[src/rtl/ats21_pkg.sv]
// ats21 shared types: opcodes, status codes, FSM states, widths.
// Used by ats21 and ats21_mul (ATS21_FAST_MUL_EN selects the multiplier).
package ats21_pkg;

  localparam int OPW = 12;
  localparam int DW  = 24;

  localparam logic [DW-1:0] SAT_VAL = 24'hFFFFFF;

  typedef enum logic [3:0] {
    OP_ADD = 4'd0,
    OP_SUB = 4'd1,
    OP_MUL = 4'd2,
    OP_MAC = 4'd3,
    OP_CLR = 4'd4
  } op_e;

  localparam logic [1:0] ST_IDLE = 2'b00;
  localparam logic [1:0] ST_BUSY = 2'b01;
  localparam logic [1:0] ST_OK   = 2'b10;
  localparam logic [1:0] ST_ERR  = 2'b11;

  typedef enum logic [1:0] {
    S_IDLE = 2'd0,
    S_EXEC = 2'd1,
    S_DONE = 2'd2
  } state_e;

  function automatic logic is_mul(input logic [3:0] op);
    return (op == OP_MUL) || (op == OP_MAC);
  endfunction

endpackage

[src/rtl/ats21_mul.sv]
// 12x12 unsigned multiplier with start/done handshake.
// Shift-add over 12 cycles, or one cycle with ATS21_FAST_MUL_EN.
module ats21_mul
  import ats21_pkg::*;
(
  input  logic           clk,
  input  logic           reset,
  input  logic           start_i,
  input  logic [OPW-1:0] a_i,
  input  logic [OPW-1:0] b_i,
  output logic           done_o,
  output logic [DW-1:0]  prod_o
);

`ifdef ATS21_FAST_MUL_EN
  logic [OPW-1:0] a_q;
  logic [OPW-1:0] b_q;
  logic           busy_q;

  always_ff @(posedge clk or negedge reset) begin
    if (!reset) begin
      a_q    <= '0;
      b_q    <= '0;
      busy_q <= 1'b0;
    end else begin
      busy_q <= start_i;
      if (start_i) begin
        a_q <= a_i;
        b_q <= b_i;
      end
    end
  end

  assign done_o = busy_q;
  assign prod_o = {12'b0, a_q} * {12'b0, b_q};
`else
  logic [DW-1:0]  a_q;
  logic [OPW-1:0] b_q;
  logic [DW-1:0]  p_q;
  logic [DW-1:0]  p_d;
  logic [3:0]     cnt_q;

  assign p_d = p_q + (b_q[0] ? a_q : '0);

  always_ff @(posedge clk or negedge reset) begin
    if (!reset) begin
      a_q   <= '0;
      b_q   <= '0;
      p_q   <= '0;
      cnt_q <= '0;
    end else if (start_i) begin
      a_q   <= {12'b0, a_i};
      b_q   <= b_i;
      p_q   <= '0;
      cnt_q <= 4'd12;
    end else if (cnt_q != 4'd0) begin
      a_q   <= a_q << 1;
      b_q   <= b_q >> 1;
      p_q   <= p_d;
      cnt_q <= cnt_q - 4'd1;
    end
  end

  // last step's sum is handed out directly so the caller can latch it
  assign done_o = (cnt_q == 4'd1);
  assign prod_o = p_d;
`endif

endmodule

[src/rtl/ats21.sv]
// ats21 arithmetic transaction unit: ADD/SUB/MUL/MAC/CLR with accumulator.
// ATS21_FAST_MUL_EN (in ats21_mul) makes MUL/MAC single-cycle.
module ats21
  import ats21_pkg::*;
#(
  parameter bit ACC_SATURATE = 1'b1
) (
  input  logic          clk,
  input  logic          reset,
  input  logic          req,
  input  logic [15:0]   ctrlA,
  input  logic [15:0]   ctrlB,
  output logic          ready,
  output logic [1:0]    stat,
  output logic [DW-1:0] data
);

  state_e         state_q;
  logic [3:0]     op_q;
  logic [OPW-1:0] a_q;
  logic [15:0]    b_q;
  logic [DW-1:0]  acc_q;
  logic [DW-1:0]  acc_d;
  logic [DW-1:0]  data_q;
  logic [1:0]     stat_q;
  logic           ready_q;

  logic           mul_start;
  logic           mul_done;
  logic [DW-1:0]  prod;
  logic [DW:0]    sum;
  logic [DW-1:0]  res;
  logic           err;
  logic           exec_done;

  assign mul_start = (state_q == S_IDLE) && req
                   && is_mul(ctrlA[15:12]);

  ats21_mul u_mul (
    .clk     (clk),
    .reset   (reset),
    .start_i (mul_start),
    .a_i     (ctrlA[11:0]),
    .b_i     (ctrlB[11:0]),
    .done_o  (mul_done),
    .prod_o  (prod)
  );

  always_comb begin
    res   = '0;
    acc_d = acc_q;
    err   = 1'b0;
    sum   = {1'b0, acc_q} + {1'b0, prod};
    case (op_q)
      OP_ADD: res = {12'b0, a_q} + {8'b0, b_q};
      OP_SUB: res = {12'b0, a_q} - {8'b0, b_q};
      OP_MUL: res = prod;
      OP_MAC: begin
        res   = (sum[DW] && ACC_SATURATE) ? SAT_VAL
                                          : sum[DW-1:0];
        acc_d = res;
      end
      OP_CLR: acc_d = '0;
      default: err = 1'b1;
    endcase
  end

  assign exec_done = is_mul(op_q) ? mul_done : 1'b1;

  always_ff @(posedge clk or negedge reset) begin
    if (!reset) begin
      state_q <= S_IDLE;
      op_q    <= '0;
      a_q     <= '0;
      b_q     <= '0;
      acc_q   <= '0;
      data_q  <= '0;
      stat_q  <= ST_IDLE;
      ready_q <= 1'b1;
    end else begin
      case (state_q)
        S_IDLE: if (req) begin
          op_q    <= ctrlA[15:12];
          a_q     <= ctrlA[11:0];
          b_q     <= ctrlB;
          ready_q <= 1'b0;
          stat_q  <= ST_BUSY;
          state_q <= S_EXEC;
        end
        S_EXEC: if (exec_done) begin
          data_q  <= res;
          acc_q   <= acc_d;
          stat_q  <= err ? ST_ERR : ST_OK;
          state_q <= S_DONE;
        end
        S_DONE: begin
          ready_q <= 1'b1;
          stat_q  <= ST_IDLE;
          state_q <= S_IDLE;
        end
        default: begin
          ready_q <= 1'b1;
          stat_q  <= ST_IDLE;
          state_q <= S_IDLE;
        end
      endcase
    end
  end

  assign ready = ready_q;
  assign stat  = stat_q;
  assign data  = data_q;

endmodule

[config.mk]
export PLATFORM = sky130hd
export DESIGN_NAME = ats21
export DESIGN_NICKNAME = d
export VERILOG_FILES = /design/src/rtl/ats21_pkg.sv /design/src/rtl/ats21_mul.sv /design/src/rtl/ats21.sv
export SDC_FILE = /design/constraint.sdc
export NUM_CORES = 1
export LEC_CHECK = 0
export BUFFER_PORTS_ARGS = -buffer_cell sky130_fd_sc_hd__buf_2
export CORE_ASPECT_RATIO = 1.75
export CORE_MARGIN = 1
export CORE_UTILIZATION = 50
export CTS_BUF_LIST = sky130_fd_sc_hd__clkbuf_16
export DETAILED_ROUTE_END_ITERATION = 16
export HOLD_SLACK_MARGIN = 0.12
export PLACE_DENSITY = 0.68
export SLEW_MARGIN = 10
export SYNTH_ARGS = -nofsm -noshare
export SYNTH_HDL_FRONTEND = slang
export SYNTH_SLANG_ARGS = --single-unit
[constraint.sdc]
create_clock -name clk -period 9.4 [get_ports clk]
set_input_delay 0.47 -clock clk [delete_from_list [all_inputs] [get_ports clk]]
set_output_delay 0.47 -clock clk [all_outputs]
set_load 0.01 [all_outputs]
# After elaboration in Yosys (flattened, before gate mapping)
# Index checks and enable logic that the tools add are counted.
[totals]
register_bits = 149
out_inout_bits = 27
elab_cells = 64
[op_classes]
add_sub_neg = 5
n_eq_ne = 10
n_mux = 21
n_bitwise = 1
n_reduce_logical = 15
[op_table]
columns = ["op", "n"]
rows = [
  ["$mux W24", 6],
  ["$pmux W24 S4", 1],
  ["$pmux W24 S2", 1],
  ["$add A24 B24 Y25", 1],
  ["$add A24 B24 Y24", 1],
  ["$mux W12", 2],
  ["$add A12 B16 Y17", 1],
  ["$sub A12 B16 Y17", 1],
  ["$eq A4 B2 Y1 const B", 4],
  ["$eq A4 B1 Y1 const B", 2],
  ["$mux W4", 2],
  ["$pmux W2 S2", 2],
  ["$reduce_and A2 Y1", 4],
  ["$mux W2", 3],
  ["$reduce_or A5 Y1", 1],
  ["$eq A4 B3 Y1 const B", 1],
  ["$logic_not A4 Y1", 1],
  ["$ne A2 B2 Y1 const B", 2],
  ["$reduce_bool A2 Y1", 2],
  ["$reduce_bool A4 Y1", 1],
  ["$sub A4 B1 Y4 const B", 1],
  ["$mux W1", 3],
  ["$reduce_and A3 Y1", 1],
  ["$eq A2 B1 Y1 const B", 1],
  ["other kinds (5)", 7],
]

# Depth between registers and ports, before layout
# Gate-level depths: netlist of run 1.
[depth]
word_depth = 5
mapped_depth = 20

# By module
# A second synthesis of run 1 with hierarchy kept.
[hier_totals]
hier_cells = 1148
hier_area_um2 = 10159.7
[modules_own_cells]
columns = ["mod", "instances", "cells_each", "area_per_inst_um2", "seq_area_each_um2"]
rows = [
  ["ats21", 1, 652, 5861.9, 2103.3],
  ["ats21_mul", 1, 496, 4297.9, 1601.5],
]

# Worst setup path before layout of run 1
# Ideal clock, no wire load.
[synth_timing]
path_kind = "register to register"
startpoint = "register u_mul.b_q[0]"
endpoint = "register data_q[22] (netlist: data[22])"
arrival_ps = 4127
required_time_ps = 9274
path_slack_ps = 5147
path_stages_with_launch = 20
period_less_slack_ps = 4253
path_cell_list = "dfrtp_1 -> clkbuf_1 -> and2_1 -> fa_1 -> a21o_1 -> a221oi_2 -> o21a_1 -> nor2_1 -> o21ai_0 -> xnor2_1 -> ha_1 -> clkbuf_1 -> nor2b_1 -> o31ai_4 -> o311ai_4 -> a21o_4 -> buf_12 -> nor2_2 -> a21oi_1 -> a221o_1"
[synth_between]
elab_chain_len = 5
[synth_lines]
columns = ["item", "line_no", "rtl"]
rows = [
  ["from (decl)", "ats21_mul.sv:38", "logic [OPW-1:0] b_q;"],
  ["from (signal assigned)", "ats21_mul.sv:53", "b_q <= b_i;"],
  ["from (signal assigned)", "ats21_mul.sv:58", "b_q <= b_q >> 1;"],
  ["$mux W24 (*)", "ats21_mul.sv:43", "assign p_d = p_q + (b_q[0] ? a_q : '0);"],
  ["$add A24 B24 Y24 (*)", "ats21_mul.sv:43", ""],
  ["$add A24 B24 Y25", "ats21.sv:53", "sum = {1'b0, acc_q} + {1'b0, prod};"],
  ["$mux W24", "ats21.sv:59", "res = (sum[DW] && ACC_SATURATE) ? SAT_VAL"],
  ["$pmux W24 S4 (*)", "ats21.sv:54", "case (op_q)"],
  ["to (signal assigned)", "ats21.sv:91", "data_q <= res;"],
  ["to (decl)", "ats21.sv:24", "logic [DW-1:0] data_q;"],
]
# Every way passes the cells marked *; elsewhere a longest branch is shown, timed or not.
# A chain may end at the register's enable or synchronous reset.

# Final worst setup path of run 1
[layout_timing]
startpoint = "register u_mul.b_q[0]"
endpoint = "register data_q[10] (netlist: data[10])"
# The elaborated chain is that of the path after synthesis.

==> out/summary.txt, run 1 <==
Post-Route WL - 31000 um
Worst Hold Class - in2reg
Non-Filler Instances - 1516
post_cts resized - 0
Distinct cells, synth - 84
DRT Pass-1 Iters - 11
TritonCTS clock tree - done
fin crit share - 53.9%
post-synthesis async set-or-reset flop share - 100%
num rows - 69
area of the multi-input gates - 6400 um^2
Initial Util - 51.5%
Area growth, synth to finish - 9.92%
dominant synthesized flop cell - dfrtp_1
Residual DRC - 3
final setup fails - 0
DP HPWL - 23000 um
vias in the first global route - 9163
status - complete, but fails checks
htree depth - 4
register area share after synthesis - 35.2%
Critical Path Start Type - flop
first-pass GRT wire length - 49100 um
Reg area - 3700 um^2
routability cong. - 0.958
overflow left after global routing - 0
CP Max Fanout - 25
Final ANT Viol Nets - 0
Clock transition at path regs - 0.07 ns
Inst Count DP - 1483
Worst-Skew Late Latency - 0.45 ns
Worst Path Required - 9.72 ns
input/output buffers - 61
Worst Path Arrival - 5.38 ns
Util after Layout - 56.6%
max_slew headroom - 14.8%
vias per inst - 6.06
DR iter-0 viols - 524
DIE WIDTH - 112 um
Final Hold Fails - 0
syn avg cell area - 8.53 um^2
buffer count from post-CTS setup fixing - 0
core area - 20500 um^2
pin slew with the least headroom to its limit - 1.28 ns
commonest non-fill, non-tap cell in the layout - nand2_1
Synth Instances - 1235
Mapped Area - 10500 um^2
Pwr per Cell Area - 427 nW/um^2
IO Count - 62
Fillers - 1924
maximum clock path buffer count - 2
DR WL/cell - 20.4 um
total number of vias - 9182
Max-Cap Viols - 0
post-layout net count - 1370
min Tclk post-route - 5.06 ns
Post-synth EDFFs - 0
Crit Path Class - reg2reg
Final Max Slew Viols - 0
Setup crit end kind - flop
commonest non-fill, non-tap cells in the layout - nand2_1 (210), dfrtp_1 (147), a21oi_1 (103)
RSZ-0062 raised after global routing - false
CTS Sinks - 148
Power, Total - 4.94 mW
share of layout cells above drive strength 1 - 13.0%
Max rail drop VDD - 0.230 mV
ant diodes - 0
Root Buffer - clkbuf_16
final setup TNS - 0 ns
DIE HEIGHT - 194 um
violated checks - design-rule violations
CTS Buf Count - 17
GRT Total Usage - 29.6%
syn nets - 1350
flop2flop setup slack - 4.34 ns
number of warnings issued by yosys - 0
post-synthesis register bit count - 148
leakage power - 5.44 nW
Clock Skews - 0.00800 ns
pin count of the biggest net entering global routing - 77
Peak Freq - 0.197 GHz
initial antenna violation count - 0
die area - 21700 um^2
[metrics by stage]
| stage | hold WS (ns) | setup slack, ns | cell area, um^2 |
|---|---|---|---|
| after floorplan | 0.174 | 5.15 | 10500 |
| after global placement | 0.471 | 4.46 | 10900 |
| after detailed placement | 0.477 | 4.39 | 10900 |
| after CTS | 0.246 | 4.38 | 11600 |
| after global routing | 0.252 | 3.98 | 11600 |
| final | 0.253 | 4.34 | 11600 |
[what timing repair did]
action	4_1_cts	5_1_grt
hold buffers	1	0
setup endpoints to repair	0	0
hold endpoints to repair	75	0
[path summary, 6_finish.rpt]
kind	end	start	cells after the start
max	data[10]	u_mul.b_q[0]	17
min	b_q[14]	ctrlB[14]	2
max reg2reg	data[10]	u_mul.b_q[0]	17
min reg2reg	ready	ready	2
max in group asynchronous	u_mul.p_q[23]	reset	3
min in group asynchronous	b_q[10]	reset	2
[report_power, final]
part,internal (mW),switching (mW)
sequential,0.905,0.255
clock,0.447,0.300
combinational,1.19,1.85
[layout make-up]
class	instances	share of cell area [%]
clock buffer	17	3.67
sequential	148	32.0
timing repair buffer	73	3.49
multi-input combinational	980	55.3
clock inverter	15	1.75
inverter	35	1.13
tap	248	2.68
[cells by family after synthesis]
logic type | after synthesis | synth area share (%)
AO/OA/AOI/OAI | 366 | 23.8
XOR/XNOR | 56 | 4.66
adder cells (fa/ha/maj) | 80 | 9.79
buffers and inverters | 107 | 4.21
flip-flops | 148 | 35.2
multiplexers | 25 | 2.61
AND/OR/NAND/NOR | 453 | 19.8
[cell usage after synthesis, types with 5 or more instances]
library cell  instances  area share, %
nor2b_1              12           0.71
inv_1                34            1.2
xnor2_1              35            2.9
o211ai_1              8           0.57
o21ai_0              68            3.2
dfrtp_1             147             35
xor2_1               21            1.7
mux2_2               20            2.1
o221ai_1              6           0.50
and3_1               11           0.65
mux2i_1               5           0.48
o31ai_1               5           0.36
nor3_1               25            1.2
or3_1                 5           0.30
and2_1               30            1.8
clkbuf_1             54            1.9
buf_2                 9           0.43
buf_1                 6           0.21
ha_1                 76            9.0
a21o_1               28            2.0
a211oi_1             12           0.86
nor2_1               92            3.3
nand2b_1             15           0.89
nand2_1             211            7.5
o21ai_1               5           0.24
nand4_1               7           0.42
a22o_1               13            1.1
a31oi_1              38            2.3
o21bai_1              5           0.36
a21oi_1             103            4.9
nand3_1              19           0.90
o21a_1               14            1.0
[sequential cells by signal, summed over array words and instances, names as in the netlist]
signal / flops
state_q: 2
u_mul.cnt_q: 4
acc_q: 24
b_q: 16
ready: 1
data: 24
u_mul.b_q: 12
stat: 1
op_q: 4
u_mul.a_q: 24
a_q: 12
u_mul.p_q: 24
[routing by layer]
layer	vias to the layer above	global-route usage [%]	routed length (um)	part of all wire, %
li1	4430	-	-	-
met1	4437	31.4	11500	37
met2	229	53.7	16500	53
met3	86	4.63	1080	3.5
met4	0	19.2	1930	6.2
met5	-	0	0	0
[critical path, stage by stage, from the launching register on]
cell	delay, ns
dfrtp_1	0.59
and2_1	0.25
ha_1	0.36
o21ai_0	0.13
a211oi_1	0.31
o21ai_0	0.14
nand2b_1	0.13
a31oi_1	0.11
xnor2_1	0.64
ha_1	0.45
a21oi_1	0.24
nor2b_1	0.13
o31ai_4	0.29
o311ai_4	0.19
a21oi_4	0.38
nand2_1	0.13
a221oi_1	0.36
o21ai_1	0.09
No activity file was read; power rests on OpenSTA's default activity.
==> inputs of run 2 (changes only) <==
Settings changed: ABC_AREA set to 1, PLACE_DENSITY 0.68 to 0.7.
Clock period 9.4 ns to 4.55 ns, I/O delays scaled along.
==> run 2 against run 1 <==
The run now ends clean. Flip-flop and latch count unchanged. Count of clock-buffer cells in the layout stayed put. Setup slack got worse by 3.9 ns. Non-clock buffer count increased by 45. Via count rose by 28%. Sequential share of layout area decreased by 4.2 points. Design area grew 15%. Area after synthesis is 12% higher. Register-to-register slack lost 3.9 ns. Critical path type unchanged. Critical endpoint is now data[16]. Largest cell class unchanged. Highest routed layer unchanged.
==> out/summary.txt, run 2 <==
maximum clock path buffer count - 2 (unchanged)
area leader, netlist - dfrtp_1
ant diodes - 0 (unchanged)
Post-Route WL - 38900 um (+26%)
routability cong. - 0.982 (+2.4%)
Root Buffer - clkbuf_16
final setup fails - 0 (unchanged)
number of warnings issued by yosys - 0 (unchanged)
Area growth, synth to finish - 13.4%
Clock Skews - 0.00911 ns (+0.00111 ns)
CTS Sinks - 148 (unchanged)
initial antenna violation count - 0 (unchanged)
total number of vias - 11700 (+28%)
Hold Path Origin - ctrlA[13]
Fillers - 2379 (+24%)
Final ANT Viol Nets - 0 (unchanged)
Util after Layout - 58.1% (+1.5 points)
post-synthesis async set-or-reset flop share - 100% (unchanged)
DP HPWL - 30700 um (+33%)
post-layout net count - 2053 (+50%)
Clock transition at path regs - 0.07 ns (about the same)
Setup crit end kind - flop
Critical Path Start Type - flop
Crit Path Class - reg2reg
GRT Total Usage - 33.7% (+4.1 points)
min Tclk post-route - 4.10 ns (-0.962 ns)
vias in the first global route - 12000 (+31%)
Distinct cells, synth - 48 (-43%)
CP Max Fanout - 14 (-44%)
final setup TNS - 0 ns (unchanged)
Post-synth EDFFs - 0 (unchanged)
Final Max Slew Viols - 0 (unchanged)
dominant synthesized flop cell - dfrtp_1
share of layout cells above drive strength 1 - 7.12% (-5.9 points)
synth top area cells - dfrtp_1 (31%), nand2_1 (22%), inv_1 (10%)
syn avg cell area - 6.35 um^2 (-26%)
DRT Pass-1 Iters - 5 (-6)
Worst-Skew Late Latency - 0.46 ns (about the same)
Final Hold Fails - 0 (unchanged)
Peak Freq - 0.244 GHz (+23%)
post-synthesis register bit count - 148 (unchanged)
Initial Util - 51.3% (-0.21 points)
IO Count - 62 (unchanged)
DIE HEIGHT - 205 um (+5.6%)
TritonCTS clock tree - done
htree depth - 4 (unchanged)
status - complete, no violations
Worst Path Arrival - 4.50 ns (-0.88 ns)
Max-Cap Viols - 0 (unchanged)
vias per inst - 5.21 (-14%)
flop2flop setup slack - 0.45 ns (-3.89 ns)
Synth Instances - 1850 (+50%)
register area share after synthesis - 31.5% (-3.7 points)
num rows - 73 (+5.8%)
R2R Path Start - u_mul.b_q[0]
fin crit share - 90.1% (+36 points)
syn nets - 1965 (+46%)
Crit. Startpoint - u_mul.b_q[0]
max_slew headroom - 26.2% (+11 points)
pin count of the biggest net entering global routing - 82 (+6.5%)
commonest non-fill, non-tap cells in the layout - nand2_1 (687), inv_1 (327), dfrtp_1 (146)
post-synth top area share - 31.3% (-3.6 points)
Mapped Area - 11800 um^2 (+12%)
commonest non-fill, non-tap cell in the layout - nand2_1
Worst Path Required - 4.94 ns (-4.78 ns)
Commonest cells post-synth - nand2_1 (687), inv_1 (327), dfrtp_1 (147), nor2_1 (139), nand3_1 (120)
die area - 24100 um^2 (+11%)
DR iter-0 viols - 610 (+16%)
Residual DRC - 0 (-3)
pin slew with the least headroom to its limit - 1.10 ns (-0.176 ns)
Worst Hold Class - in2reg
RSZ-0062 raised after global routing - false
buffer count from post-CTS setup fixing - 0 (unchanged)
core area - 22900 um^2 (+12%)
DIE WIDTH - 118 um (+5.5%)
CTS Buf Count - 17 (unchanged)
first-pass GRT wire length - 61300 um (+25%)
most common cell in the netlist - nand2_1
overflow left after global routing - 0 (unchanged)
DR WL/cell - 17.3 um (-15%)
input/output buffers - 61 (unchanged)
[run 2: cell types whose count changed in the layout (fill, tap and decap cells not counted), sizes merged, moves of 29 or more]
cell and change:
a31oi -37, dlygate4sd3 +33, nand3 +103, nand2 +477
a21oi -49, a21o -29, xnor2 -30, inv +298
o22ai +33, nor2 +42
[run 2: through the flow]
stage	setup slack, ns	hold slack [ns]	cells	instance area, um^2
floorplan	1.08	-0.0681	1850	11800
global placement	0.338	0.311	2185	12400
detailed placement	0.305	0.318	2185	12400
CTS	0.267	0.173	2251	13300
global route	0.0728	0.224	2251	13300
finish	0.449	0.192	2251	13300
[run 2: what timing repair did]
| item | 4_1_cts | 5_1_grt |
|---|---|---|
| endpoints found under the hold margin | 137 | 0 |
| resized for setup | 0 | 3 |
| hold buffers | 34 | 0 |
| setup endpoints to repair | 0 | 10 |
[run 2: per-layer routing]
layer	GRT usage, %	vias to the layer above	wire [um]
met4	28.3	0	3380
met2	64.6	318	20500
li1	-	5941	-
met1	31.9	5333	13800
met5	0	-	0
met3	3.23	134	1100
[run 2: final cells by class]
cell class,count,area [um^2],share of cell area [%]
Multi-Input combinational cell,1320,6580,49.4
Sequential cell,148,3710,27.8
Inverter,333,1250,9.40
Timing Repair Buffer,118,825,6.19
Clock buffer,17,425,3.19
Tap cell,300,375,2.82
Clock inverter,15,164,1.23
[run 2: path summary, 6_finish.rpt]
check | endpoint | depth (start not counted)
setup / recovery | data[16] | 27
hold / removal | op_q[1] | 5
setup reg to reg | data[16] | 27
hold reg to reg | data[7] | 2
max in group asynchronous | b_q[14] | 3
min in group asynchronous | a_q[9] | 2
[run 2: kinds of logic (layout without fill, tap and decap cells)]
kind of cell             Yosys count  after routing  synth area share, %
AO/OA/AOI/OAI                    203            203                 9.90
flip-flops                       148            148                 31.5
adder cells (fa/ha/maj)           80             80                 8.77
buffers and inverters            382            483                 12.7
XOR/XNOR                          24             24                 1.79
AND/OR/NAND/NOR                 1013           1013                 35.4
[run 2: worst max-delay path: stages (launching register included)]
cell	delay, ns
dfrtp_2	0.48
buf_4	0.21
nand2_1	0.07
inv_1	0.06
ha_1	0.38
nand2_1	0.14
nor2_1	0.17
inv_1	0.06
nor2_1	0.13
nand3_1	0.14
nand3_1	0.11
nand2_1	0.07
nand2_1	0.14
inv_1	0.10
ha_1	0.37
nand2_1	0.11
nor3_1	0.26
nand2_1	0.13
nor2_1	0.10
nand2_1	0.06
inv_2	0.06
nor2_4	0.05
buf_4	0.19
nand3_1	0.16
nand2_1	0.07
nand3_1	0.07
nand2_1	0.05
nand2_1	0.06
Power of run 2 is left out: the tool's default activity adds up to more than one toggle a clock period on the data nets, which glitch-free logic cannot reach.
